==> config.mk <==
export PLATFORM = sky130hd
export DESIGN_NAME = instruction_fetch_stage
export DESIGN_NICKNAME = d
export VERILOG_FILES = /design/src/rtl/instruction_fetch_stage.sv
export SDC_FILE = /design/constraint.sdc
export NUM_CORES = 1
export LEC_CHECK = 0
export CORE_MARGIN = 8
export CORE_UTILIZATION = 32
export CTS_BUF_LIST = sky130_fd_sc_hd__clkbuf_8
export DETAILED_ROUTE_END_ITERATION = 12
export GPL_ROUTABILITY_DRIVEN = 0
export PLACE_DENSITY = 0.63
export SLEW_MARGIN = 40
export SYNTH_ARGS = -nofsm -noshare
export SYNTH_HDL_FRONTEND = slang
export SYNTH_SLANG_ARGS = --single-unit
export TNS_END_PERCENT = 10
==> constraint.sdc <==
create_clock -name clk -period 2.4 [get_ports clk]
set_input_delay 0.48 -clock clk [delete_from_list [all_inputs] [get_ports clk]]
set_output_delay 0.48 -clock clk [all_outputs]
set_load 0.03 [all_outputs]
==> src/rtl/instruction_fetch_stage.sv <==
// Fetch stage: fetch PC, synchronous-read imem requests, 2-entry {pc, instr} queue to decode.
// Optional FETCH_MISALIGN_TRAP_EN: a misaligned redirect target sets a sticky trap and halts issue.
module instruction_fetch_stage #(
  parameter logic [31:0] RESET_PC = 32'h0000_0000
) (
  input  logic        clk,
  input  logic        reset,
  output logic        imem_req,
  output logic [31:0] imem_addr,
  input  logic [31:0] imem_rdata,
  input  logic        stall,
  input  logic        redirect,
  input  logic [31:0] redirect_pc,
  output logic        inst_valid,
  output logic [31:0] instruccion_actual,
  output logic [31:0] pc_current,
  output logic [31:0] pc_next,
  output logic        misalign
);

  logic [31:0] r_fpc,      w_fpc_d;
  logic        r_inflight, w_inflight_d;
  logic [31:0] r_ipc,      w_ipc_d;
  logic        r_kill,     w_kill_d;
  logic [1:0]  r_count,    w_count_d;
  logic [31:0] r_q_pc    [2];
  logic [31:0] r_q_instr [2];
  logic [31:0] w_q_pc_d    [2];
  logic [31:0] w_q_instr_d [2];

  logic        w_misalign;
  logic        w_pop;
  logic        w_capture;
  logic        w_issue;
  logic [2:0]  w_occ;
  logic [1:0]  w_base;

`ifdef FETCH_MISALIGN_TRAP_EN
  logic r_misalign, w_misalign_d;
  assign w_misalign   = r_misalign;
  assign w_misalign_d = r_misalign | (redirect & (|redirect_pc[1:0]));

  always_ff @(posedge clk or negedge reset) begin
    if (!reset) r_misalign <= 1'b0;
    else        r_misalign <= w_misalign_d;
  end
`else
  logic w_unused_rpc_lsb;
  assign w_unused_rpc_lsb = ^redirect_pc[1:0];
  assign w_misalign       = 1'b0;
`endif

  assign w_pop     = (r_count != 2'd0) & ~stall;
  assign w_capture = r_inflight & ~r_kill;
  // Slots still claimed after this edge's pop; at most 2 by construction, so no underflow.
  assign w_occ     = {1'b0, r_count} + {2'b00, r_inflight} - {2'b00, w_pop};
  assign w_issue   = reset & ~redirect & ~w_misalign & (w_occ < 3'd2);
  assign w_base    = r_count - {1'b0, w_pop};

  always_comb begin
    w_fpc_d      = r_fpc;
    w_ipc_d      = r_ipc;
    w_inflight_d = w_issue;
    w_kill_d     = 1'b0;
    w_count_d    = r_count;
    w_q_pc_d     = r_q_pc;
    w_q_instr_d  = r_q_instr;

    if (w_issue) begin
      w_ipc_d = r_fpc;
      w_fpc_d = r_fpc + 32'd4;
    end

    if (redirect) begin
      w_count_d = 2'd0;
      w_fpc_d   = {redirect_pc[31:2], 2'b00};
      w_kill_d  = r_inflight;
    end else begin
      if (w_pop) begin
        w_q_pc_d[0]    = r_q_pc[1];
        w_q_instr_d[0] = r_q_instr[1];
      end
      if (w_capture) begin
        w_q_pc_d[w_base[0]]    = r_ipc;
        w_q_instr_d[w_base[0]] = imem_rdata;
      end
      w_count_d = w_base + {1'b0, w_capture};
    end
  end

  always_ff @(posedge clk or negedge reset) begin
    if (!reset) begin
      r_fpc        <= RESET_PC;
      r_inflight   <= 1'b0;
      r_ipc        <= 32'h0;
      r_kill       <= 1'b0;
      r_count      <= 2'd0;
      r_q_pc[0]    <= 32'h0;
      r_q_pc[1]    <= 32'h0;
      r_q_instr[0] <= 32'h0;
      r_q_instr[1] <= 32'h0;
    end else begin
      r_fpc        <= w_fpc_d;
      r_inflight   <= w_inflight_d;
      r_ipc        <= w_ipc_d;
      r_kill       <= w_kill_d;
      r_count      <= w_count_d;
      r_q_pc       <= w_q_pc_d;
      r_q_instr    <= w_q_instr_d;
    end
  end

  assign imem_req           = w_issue;
  assign imem_addr          = r_fpc;
  assign inst_valid         = (r_count != 2'd0);
  assign instruccion_actual = inst_valid ? r_q_instr[0] : 32'h0;
  assign pc_current         = inst_valid ? r_q_pc[0] : 32'h0;
  assign pc_next            = r_fpc;
  assign misalign           = w_misalign;

endmodule

==> Word level (Yosys, flattened, before mapping) <==
Index checks and enable logic that the tools add are counted.
{ "op_classes": {"addsub": 5, "n_mul": 0, "div_mod_pow": 0, "n_lt_le_gt_ge": 3, "eq_ne": 0, "shifts": 0, "mux": 16, "bitwise": 8, "n_reduce_logical": 4} }
{ "ops": {"columns": ["cell", "count"], "rows": [
  ["$mux W32", 9],
  ["$bwmux W64", 2],
  ["$mux W64", 2],
  ["$add A32 B3 Y32 const B", 1],
  ["$demux W32 S1", 1],
  ["$and A1 B1 Y1", 4],
  ["$reduce_bool A2 Y1", 2],
  ["$add A2 B1 Y3", 1],
  ["$lt A3 B2 Y1 const B", 1],
  ["$not A1 Y1", 3],
  ["$sub A3 B1 Y3", 1],
  ["$add A2 B1 Y2", 1],
  ["$ge A2 B2 Y1 const B", 1],
  ["$lt A2 B1 Y1 const B", 1],
  ["$mux W2", 1],
  ["$not A1 Y2", 1],
  ["$reduce_and A2 Y1", 1],
  ["$sub A2 B1 Y2", 1],
  ["$logic_and A1 B1 Y1", 1],
  ["$mux W1", 1]
]} }
{ "word_totals": {"ff_bits": 196, "latch_bits": 0, "ram_bits": 0, "mem_bits_ro": 0, "elab_cells": 45, "mem_count": 0} }

==> Logic depth before layout (Yosys ltp) <==
{ "depth": {"ltp_word": 10, "depth_mapped": 10} }

==> Least setup slack after synthesis <==
No wires, ideal clock.
{ "synth_path": {"path_kind": "input port to flip-flop", "start": "input stall", "end": "register r_ipc[22]", "t_arrival_ns": 2.490, "path_slack_ns": -0.214, "cell_stages": 8, "path_buffers": 1, "path_cell_list": "nor3b_2 a21o_1 nand2_1 fa_1 nand2_1 nor3_1 buf_2 mux2_2"} }
{ "synth_between": {"elab_chain_len": 5} }
{ "synth_rtl": {"columns": ["element", "line_no", "text"], "rows": [
  ["start: declaration", "11", "input logic stall,"],
  ["$not A1 Y1", "53", "assign w_pop = (r_count != 2'd0) & ~stall;"],
  ["$and A1 B1 Y1", "53", null],
  ["$sub A3 B1 Y3", "56", "assign w_occ = {1'b0, r_count} + {2'b00, r_inflight} - {2'b00, w_pop};"],
  ["$lt A3 B2 Y1", "57", "assign w_issue = reset & ~redirect & ~w_misalign & (w_occ < 3'd2);"],
  ["$and A1 B1 Y1", "57", null],
  ["named net imem_req", "8", "output logic imem_req,"],
  ["end signal: assignment", "105", "r_ipc <= w_ipc_d;"],
  ["end: declaration", "23", "logic [31:0] r_ipc, w_ipc_d;"]
]} }
The timed path passes the listed nets, and every way through them passes these cells.
A chain may end at the register's enable or synchronous reset.

==> Worst setup path in the final report <==
{ "layout_path": {"start": "register r_count[0]", "end": "output imem_req"} }
{ "layout_between": {"elab_chain_len": 5, "word_cells_on_any_way": 6} }
{ "layout_rtl": {"columns": ["element", "line_no", "text"], "rows": [
  ["start: declaration", "25", "logic [1:0] r_count, w_count_d;"],
  ["start signal: assignment", "107", "r_count <= w_count_d;"],
  ["branches (longest 2 deep; another with $add A2 B1 Y3)", null, null],
  ["$sub A3 B1 Y3 *", "56", null],
  ["$lt A3 B2 Y1 *", "57", null],
  ["$and A1 B1 Y1 *", "57", null],
  ["end: declaration", "8", null]
]} }
Every way passes the cells marked *.

==> results.txt <==
Status - complete, but fails checks
Failing checks - negative setup slack
Top-area cell type share of the netlist area - 52.2%
Synthesized flop and latch total - 190
Mapped Cells - 716
Final setup fails - 49
Gr ovfl total - 0
Most common cell in the synthesized netlist - mux2_2
Final Util - 43.2%
# Max-Cap Violations - 0
Via/cell ratio - 4.60
Fin nets - 979
Crit Path Class - reg2out
Total GRT Usage - 13.5%
Crit-path max FO - 3
H-Tree Depth - 4
Initial Util - 32.6%
Core box area - 27900 sq um
Syn Std Cell Area - 9110 sq um
FP Rows - 61
Slew Limit Fails - 0
Setup TNS - -8430 ps
Met2 Usage GRT - 21.8%
Hold Slack - 192 ps
Slew @ Worst Pin - 659 ps
Async set-reset flop share out of synthesis - 100%
Post-synth cell types - 35
Hold Path Class - in2async
Height of the die - 185 um
CTS Buf Count - 17
Final hold vios - 0
Post-detail-place hpwl - 15800 um
GR Util met1 - 17.8%
LEAKAGE - 5.50 nW
Fmax achieved - 349 MHz
Busiest grt layer - met2
Worst slew margin - 56.1%
Largest net degree at the start of global routing - 74
Synthesis Warnings - 0
Vias in the first global route - 6326
Total power - 0.00844 W
Commonest cells post-synth - mux2_2 (216), dfrtp_1 (190), and2_1 (66)
EDFF count, synth - 0
Iteration-0 DRC Markers - 217
DR vias - 5965
CP Launch Type - flop
Setup WS post-layout - -464 ps
Io pins - 199
Clk buf depth - 2
N_diodes - 0
Top cell type by total area after synthesis - dfrtp_1
Clk_lat worst skew - 460 ps
Die Area - 34100 sq um
Area contributors post-synth - dfrtp_1 (52%), mux2_2 (27%), and2_1 (4.5%)
WP data arrival - 2380 ps
WL final - 23000 um
Period utilisation layout - 119%
GR Layer Usage met3 - 4.25%
Seq/Total Area, Yosys - 52.2%
Clk slew on worst S/H paths - 110 ps
Die Wd - 185 um
Unrepaired setup endpoints after global routing - true
CTS Sinks - 190
Initial antenna violation count - 1
Post-synth top flop - dfrtp_1
Proportion of layout cells with a drive suffix above 1 - 41.8%
TritonCTS clock tree - built
Critical Path Sink Type - output port
Routed Antenna Nets - 0
PwrDens - 700 nW/um^2
Synth-to-layout area growth - 32.4%
Root Driver - clkbuf_8
Wirelength per Cell - 17.7 um
Post-route DRC - 0
Global-route wire length before repair - 36400 um
TritonRoute pass-1 iters - 6
Peak supply drop - 0.286 mV
Fin crit period - 2860 ps
Worst EP required - 1920 ps
Skew final - 10.6 ps
Syn Area/Cell - 12.7 sq um
Number of port buffers - 191
[power by group]
group          switching (W)  internal [W]
logic               0.000913       0.00117
registers           0.000398       0.00386
clock network        0.00118      0.000915
total                0.00249       0.00594
[area by class of cell]
cell class	instances	area, sq um
multi-input combinational	454	4040
clock buffer	20	275
timing repair buffer	243	2400
fill	2638	15900
tap	378	473
clock inverter	11	108
inverter	2	7.51
sequential	190	4750
[metal layers]
metal / vias to the layer above / wire (um)
met5: - / 0
met4: 0 / 182
met3: 15 / 1500
met2: 147 / 10900
met1: 2987 / 10500
li1: 2816 / -
[cell families after synthesis]
| kind of cell | count (synthesis) | share of synthesized area [%] |
|---|---|---|
| muxes | 217 | 26.8 |
| DFF | 190 | 52.2 |
| other | 1 | 0.0412 |
| and+or+nand+nor | 167 | 10.2 |
| AOI/OAI and AO/OA | 34 | 2.05 |
| adders and majority gates | 3 | 0.495 |
| xor gates and xnor gates | 28 | 2.69 |
| buffers and inverters | 76 | 5.52 |
[through the flow]
step / setup WS [ps] / std cells / instance area, sq um
final: -464 / 1298 / 12100
after global routing: -596 / 1298 / 12100
after CTS: -529 / 1293 / 11900
after detailed placement: -929 / 1254 / 11300
after global placement: -916 / 1254 / 11300
after floorplan: -156 / 720 / 9150
[worst max-delay path: stages (launching register included)]
cell,delay [ps]
dfrtp_1,420
nor3b_4,230
a21o_1,130
nand2_1,70
fa_2,390
xor2_4,180
nor3_4,250
buf_12,160
buf_8,120
[cells in the final DEF, fill, tap and decap left out, types with 2 or more instances in the layout]
cell             instances
a31oi_1                  2
xor2_1                  20
mux2_2                 201
clkinv_4                 3
clkbuf_8                21
inv_6                    4
o21ai_0                 20
nand3_1                 11
buf_6                    6
clkdlybuf4s50_1        122
o21ai_1                 10
buf_4                   91
and2_1                  66
buf_8                    4
mux2_4                  15
or3_1                    2
xnor2_1                  7
buf_12                  15
nor2b_1                  4
nand3_2                  5
ha_1                     2
conb_1                   5
and3_1                   4
dfrtp_1                190
nor3_1                   3
nor2_1                   7
nand2_1                 37
nand4_1                 12
inv_1                    3
nand2_2                  2
[state kept, by name, indices dropped and copies added (netlist names)]
| name | flops |
|---|---|
| r_count | 2 |
| r_q_pc | 62 |
| r_inflight | 1 |
| r_kill | 1 |
| imem_addr | 30 |
| r_q_instr | 64 |
| r_ipc | 30 |
[timing repair]
action | CTS | global route
cloned | 1 | 0
buffers inserted | 5 | 5
hold buffers | 2 | 0
endpoints found under the hold margin | 24 | 0
pin swaps | 6 | 7
gates resized for setup | 31 | 27
endpoints found under the setup margin | 121 | 110
[final timing paths]
check | start | endpoint | slack (ps) | cells past startpoint
worst min register to register | r_q_instr[45] | r_q_instr[45] | 500 | 1
worst min-delay path | reset | r_q_instr[61] | 190 | 2
max in group asynchronous | reset | r_q_instr[4] | 1150 | 3
worst max register to register | r_count[0] | imem_addr[25] | -400 | 13
min in group clk | redirect | imem_addr[6] | 450 | 3
worst max-delay path | r_count[0] | imem_req | -460 | 8
(Power assumes the default switching activity.)
